--- src/rtl/pwm_ramp_sequencer_if.sv ---
// Control/status bundle between the SPI register file / PWM peripheral and the duty ramp sequencer.
interface pwm_ramp_sequencer_if #(
  parameter int DIV_W  = 8,
  parameter int STEP_W = 4
);
  logic              ramp_en;
  logic [7:0]        target_duty;
  logic [STEP_W-1:0] step_size;
  logic [DIV_W-1:0]  step_div;
  logic              period_end;
  logic [7:0]        duty_out;
  logic              busy;
  logic              done;
  logic              dir;

  modport master (
    output ramp_en, target_duty, step_size, step_div, period_end,
    input  duty_out, busy, done, dir
  );

  modport slave (
    input  ramp_en, target_duty, step_size, step_div, period_end,
    output duty_out, busy, done, dir
  );
endinterface

--- src/rtl/pwm_ramp_sequencer.sv ---
// Ramps the applied PWM duty toward a target in bounded steps, updating only on PWM period boundaries.
module pwm_ramp_sequencer #(
  parameter int DIV_W  = 8,
  parameter int STEP_W = 4
) (
  input logic                    clk,
  input logic                    rst_n,
  pwm_ramp_sequencer_if.slave    io
);
  localparam int AW = (STEP_W > 9) ? STEP_W : 9;

  typedef enum logic [1:0] {IDLE, RAMP, HOLD} state_t;

  state_t           state;
  logic [DIV_W-1:0] cnt;
  logic [7:0]       duty;
  logic             busy_q;
  logic             done_q;
  logic             dir_q;

  logic [AW-1:0]    s;
  logic [AW-1:0]    diff;
  logic [AW-1:0]    inc;
  logic             up;
  logic [7:0]       stepped;
  logic             step_now;

  assign io.duty_out = duty;
  assign io.busy     = busy_q;
  assign io.done     = done_q;
  assign io.dir      = dir_q;

  // Step is clamped to the remaining distance, so it can neither overshoot nor wrap.
  always_comb begin
    s = AW'(io.step_size);
    if (io.step_size == '0) s = AW'(1);
    up   = io.target_duty > duty;
    diff = up ? AW'(io.target_duty) - AW'(duty) : AW'(duty) - AW'(io.target_duty);
    inc  = (s < diff) ? s : diff;
    stepped = up ? 8'(AW'(duty) + inc) : 8'(AW'(duty) - inc);
    step_now = io.period_end && (cnt == io.step_div);
  end

  always_ff @(posedge clk or negedge rst_n) begin
    if (!rst_n) begin
      state  <= IDLE;
      cnt    <= '0;
      duty   <= '0;
      busy_q <= 1'b0;
      done_q <= 1'b0;
      dir_q  <= 1'b0;
    end else begin
      done_q <= 1'b0;
      case (state)
        IDLE: begin
          cnt <= '0;
          if (io.period_end) duty <= io.target_duty;
          if (io.ramp_en) begin
            if (io.target_duty != duty) begin
              state  <= RAMP;
              busy_q <= 1'b1;
            end else begin
              state  <= HOLD;
            end
          end
        end
        RAMP: begin
          // A period_end arriving with the exit is still serviced as a RAMP step.
          if (io.period_end) begin
            if (step_now) begin
              cnt <= '0;
              if (io.target_duty != duty) begin
                duty  <= stepped;
                dir_q <= up;
              end
            end else begin
              cnt <= cnt + 1'b1;
            end
          end
          if (!io.ramp_en) begin
            state  <= IDLE;
            busy_q <= 1'b0;
            cnt    <= '0;
          end else if (io.target_duty == duty) begin
            state  <= HOLD;
            busy_q <= 1'b0;
          end else if (step_now && stepped == io.target_duty) begin
            state  <= HOLD;
            busy_q <= 1'b0;
            done_q <= 1'b1;
          end
        end
        HOLD: begin
          if (!io.ramp_en) begin
            state <= IDLE;
            cnt   <= '0;
          end else if (io.target_duty != duty) begin
            state  <= RAMP;
            busy_q <= 1'b1;
            cnt    <= '0;
          end
        end
        default: begin
          state  <= IDLE;
          busy_q <= 1'b0;
          cnt    <= '0;
        end
      endcase
    end
  end
endmodule

--- src/flat_wrapper.sv ---
// flat-port wrapper written by rule: the top's interface ports become plain ports
module pwm_ramp_sequencer_flat 
#(
  parameter int DIV_W  = 8,
  parameter int STEP_W = 4
)
  (clk, rst_n, io_ramp_en, io_target_duty, io_step_size, io_step_div, io_period_end, io_duty_out, io_busy, io_done, io_dir);
  pwm_ramp_sequencer_if #(.DIV_W(DIV_W), .STEP_W(STEP_W)) io_i ();
  input logic clk;
  input logic rst_n;
  input wire logic [$bits(io_i.ramp_en)-1:0] io_ramp_en;
  input wire logic [$bits(io_i.target_duty)-1:0] io_target_duty;
  input wire logic [$bits(io_i.step_size)-1:0] io_step_size;
  input wire logic [$bits(io_i.step_div)-1:0] io_step_div;
  input wire logic [$bits(io_i.period_end)-1:0] io_period_end;
  output wire logic [$bits(io_i.duty_out)-1:0] io_duty_out;
  output wire logic [$bits(io_i.busy)-1:0] io_busy;
  output wire logic [$bits(io_i.done)-1:0] io_done;
  output wire logic [$bits(io_i.dir)-1:0] io_dir;
  assign io_i.ramp_en = io_ramp_en;
  assign io_i.target_duty = io_target_duty;
  assign io_i.step_size = io_step_size;
  assign io_i.step_div = io_step_div;
  assign io_i.period_end = io_period_end;
  assign io_duty_out = io_i.duty_out;
  assign io_busy = io_i.busy;
  assign io_done = io_i.done;
  assign io_dir = io_i.dir;
  pwm_ramp_sequencer #(.DIV_W(DIV_W), .STEP_W(STEP_W)) u_core (.clk(clk), .rst_n(rst_n), .io(io_i));
endmodule
--- config.mk ---
export PLATFORM = sky130hd
export DESIGN_NAME = pwm_ramp_sequencer_flat
export DESIGN_NICKNAME = d
export VERILOG_FILES = /design/src/rtl/pwm_ramp_sequencer_if.sv /design/src/rtl/pwm_ramp_sequencer.sv /design/src/flat_wrapper.sv
export SDC_FILE = /design/constraint.sdc
export NUM_CORES = 1
export LEC_CHECK = 0
export ABC_CLOCK_PERIOD_IN_PS = 7250
export BUFFER_PORTS_ARGS = -buffer_cell sky130_fd_sc_hd__buf_2
export CORE_UTILIZATION = 45
export CTS_CLUSTER_DIAMETER = 40
export CTS_CLUSTER_SIZE = 8
export DETAILED_ROUTE_END_ITERATION = 8
export GPL_TIMING_DRIVEN = 0
export PLACE_DENSITY = 0.78
export SETUP_SLACK_MARGIN = 0.5
export SLEW_MARGIN = 5
export SYNTH_ARGS = -nofsm -noshare
export SYNTH_HDL_FRONTEND = slang
export SYNTH_SLANG_ARGS = --single-unit
export TNS_END_PERCENT = 20
--- constraint.sdc ---
create_clock -name clk -period 7.25 [get_ports clk]
set_input_delay 0.3625 -clock clk [delete_from_list [all_inputs] [get_ports clk]]
set_output_delay 0.3625 -clock clk [all_outputs]
set_load 0.01 [all_outputs]
==> impl_metrics.tcl <==
set metrics [dict create \
    antenna_found_initial 0 \
    ys_types 61 \
    critPathLaunchType "flop" \
    r2r_start "u_core.io.duty_out[4]" \
    synth_common_cells "nand2_1, ha_1, inv_1" \
    cts_inserted_buffers 3 \
    total_power_mw 1.95 \
    grt_pass1_vias 2589 \
    synth-edff-count 0 \
    maxSlewViolCount 0 \
    ys_seq_elements 21 \
    fmax_mhz 153 \
    p_int_mw 1.01 \
    cts_max_level 1 \
    fin_skew_ns 0.00108 \
    drt-total-wl_um 8100 \
    grt_pass1_wl_um 12200 \
    ctsHoldBuffers 0 \
    yosysSeqAreaShare_pct 18.8 \
    first_iter_violations 204 \
    insertion_delay_ns 0.26 \
    syn_nets 400 \
    grt_max_degree 22 \
    crit_fanout 7 \
    status "finished, final reports clean" \
    fin_crit_ns 6.55 \
    core_region_area_um2 5960 \
    yosys.area_share.xor_xnor_pct 8.96 \
    p_switching_mw 0.934 \
    synth_top_area_cell "dfrtp_1" \
    num_rows 28 \
    vias_per_cell 5.70 \
    powerDensity_nw_per_um2 514 \
    layout.cells.non_filler 513 \
    place_ws_ns -0.239 \
    max-vdd-ir-drop_mv 0.324 \
    holdWs_ns 0.0498 \
    synthAdderAreaFrac_pct 14.2 \
    muxShareOfSynthArea_pct 3.67 \
    relSlewSlack_pct 60.2 \
    areaGrowthSynthToFinish_pct 35.5 \
    setup.worst_path.class "flop to flop" \
    reg2reg_depth 38 \
    netlist.area_leader.share_pct 18.8 \
    nets 493 \
    cp_slowest_stage_delay_ns 0.51 \
    cp-end-kind "flop" \
    cts_tree "built" \
    die_y_um 80.8 \
    setup_viol 0 \
    drive_above_1_share_pct 35.8 \
    async_flop_share_pct 100 \
    p_leak_nw 1.63 \
    wl_per_cell_um 15.8 \
    cap_violations 0 \
    diodes 0 \
    initial_core_util_pct 46.9 \
    die_w_um 80.8 \
    port_buffers 33 \
    ant_nets 0 \
    path_clk_slew_ns 0.07 \
    fin_tns_setup_ns 0 \
    dpl.hpwl_um 5420 \
    power_frac_clock_pct 3.9 \
    cts_sinks 21 \
    synth_most_common_cell "nand2_1" \
    num_vias 2922 \
    dp_cells 454 \
    synthSimpleGateAreaFrac_pct 24.4 \
    grt-ovfl-total 0 \
    cp.required_ns 7.42 \
    hp-class "input port to async pin" \
    synth_area_per_cell_um2 8.07 \
    p_sw_share_pct 48.0 \
    cts-root-buf "clkbuf_8" \
    pwr-share-comb_pct 87.7 \
    drc 0 \
    die_area_um2 6520 \
    place.gp.congestion 0.862 \
    seqPwrFrac_pct 8.4 \
    synth-compound-area-share_pct 23.8 \
    fin_crit_sh_pct 90.3 \
    clockBufferDepth 2 \
    syn_inst 346 \
    io_pins 35 \
    yosysWarningCount 0 \
    rsz0062_at_grt "no" \
    netlist_area_um2 2790 \
    synth_top_family_by_area "simple AND/OR/NAND/NOR gates" \
    worst_slack_ns 0.702 \
    worst_slew_pin_slew_ns 0.591 \
    worstSetupStartpoint "u_core.io.duty_out[4]" \
    drt-pass1-iter-count 4 \
    final.fill_count 489 \
    hold_violations 0 \
    crit_slowest_cell "or4b_4" \
    synthFlopType "dfrtp_1" \
    grt_usage_pct 23.7 \
    crit_arrival_ns 6.72 \
    crit_path_frequent_cell "buf_4" \
    synthTopCellsByArea "dfrtp_1, ha_1, xnor2_1, nand2_1, o21ai_0" \
]
[per-layer routing]
layer,part of all wire [%],global-route usage (%),vias up
met5,0,0,-
met4,1.3,4.82,0
met3,4.5,3.15,12
met2,50,40.8,83
met1,44,31.7,1409
li1,-,-,1418
[power groups by stage]
stage	Clock (mW)	Combinational (mW)	Sequential, mW
2_1_floorplan	0	0.988	0.181
3_3_place_gp	0	1.19	0.179
3_5_place_dp	0	1.22	0.181
4_1_cts	0.0771	1.35	0.162
5_1_grt	0.0819	1.85	0.165
6_report	0.0760	1.71	0.163
[through the flow]
| stage | cell area [µm²] | utilization (%) |
|---|---|---|
| after detailed placement | 3070 | 51.6 |
| final | 3780 | 63.6 |
| after global placement | 3070 | 51.6 |
| after CTS | 3360 | 56.4 |
| after global routing | 3780 | 63.6 |
| after floorplan | 2810 | - |
[path summary, 6_finish.rpt]
| kind | slack (ns) | endpoint |
|---|---|---|
| hold / removal | 0.05 | u_core.io.busy |
| hold reg to reg | 0.48 | u_core.io.dir |
| max in group asynchronous | 6.85 | u_core.io.duty_out[1] |
| setup reg to reg | 0.70 | u_core.state[1] |
| setup / recovery | 0.70 | u_core.state[1] |
| min in group clk | 0.46 | u_core.io.duty_out[2] |
[worst max-delay path, delay by kind of cell (launching register included)]
family,cells,cell delay [ns]
xor+xnor,2,0.43
mux,2,0.35
flops,1,0.37
simple gates,8,1.59
compound gates,5,0.76
fa+ha+maj,3,0.72
buf+inv,18,2.24
[final cells by class]
type	count	area (µm²)	area share, %
buffer	12	97.6	2.58
sequential	21	529	14.0
timing repair buffer	88	586	15.5
inverter	26	97.6	2.58
multi-input combinational	287	2340	61.7
tap	75	93.8	2.48
clock buffer	4	45.0	1.19
[state kept, by name, indices dropped and copies added (netlist names)]
| register | count |
|---|---|
| u_core.state | 2 |
| u_core.io.duty_out | 8 |
| u_core.io.busy | 1 |
| u_core.io.done | 1 |
| u_core.cnt | 8 |
| u_core.io.dir | 1 |
[cells by family (layout without fill, tap and decap cells)]
logic type / count (synthesis) / in the layout
AND/OR/NAND/NOR: 129 / 129
AO/OA/AOI/OAI: 91 / 91
buffers and inverters: 38 / 130
adder cells (fa/ha/maj): 30 / 30
XOR/XNOR: 27 / 27
flip-flops: 21 / 21
multiplexers: 10 / 10
[placed cells by master (no fill, tap or decap), types with 3 or more instances in the layout]
cell type   n
buf_4      53
nand2_1    35
buf_2      33
nor2_1     24
xnor2_1    22
o21ai_0    21
inv_1      19
ha_1       18
dfrtp_1    18
a21oi_1    17
nor3_1     11
nand2b_1   10
nand3_1     9
inv_2       7
o21ai_1     7
a211oi_1    7
clkbuf_1    7
buf_6       6
ha_4        6
nand4_1     5
mux2i_4     5
nor2b_1     4
nor3_2      4
a21oi_4     3
a21o_1      3
o311a_1     3
a31oi_1     3
mux2i_1     3
and3_1      3
o22ai_1     3
ha_2        3
clkbuf_8    3
dfrtp_2     3
[what timing repair did]
item	4_1_cts	5_1_grt
buffers inserted	27	28
pin swaps	9	32
resized for setup	11	46
endpoints found under the setup margin	5	5
Power figures use the tool's default switching activity.
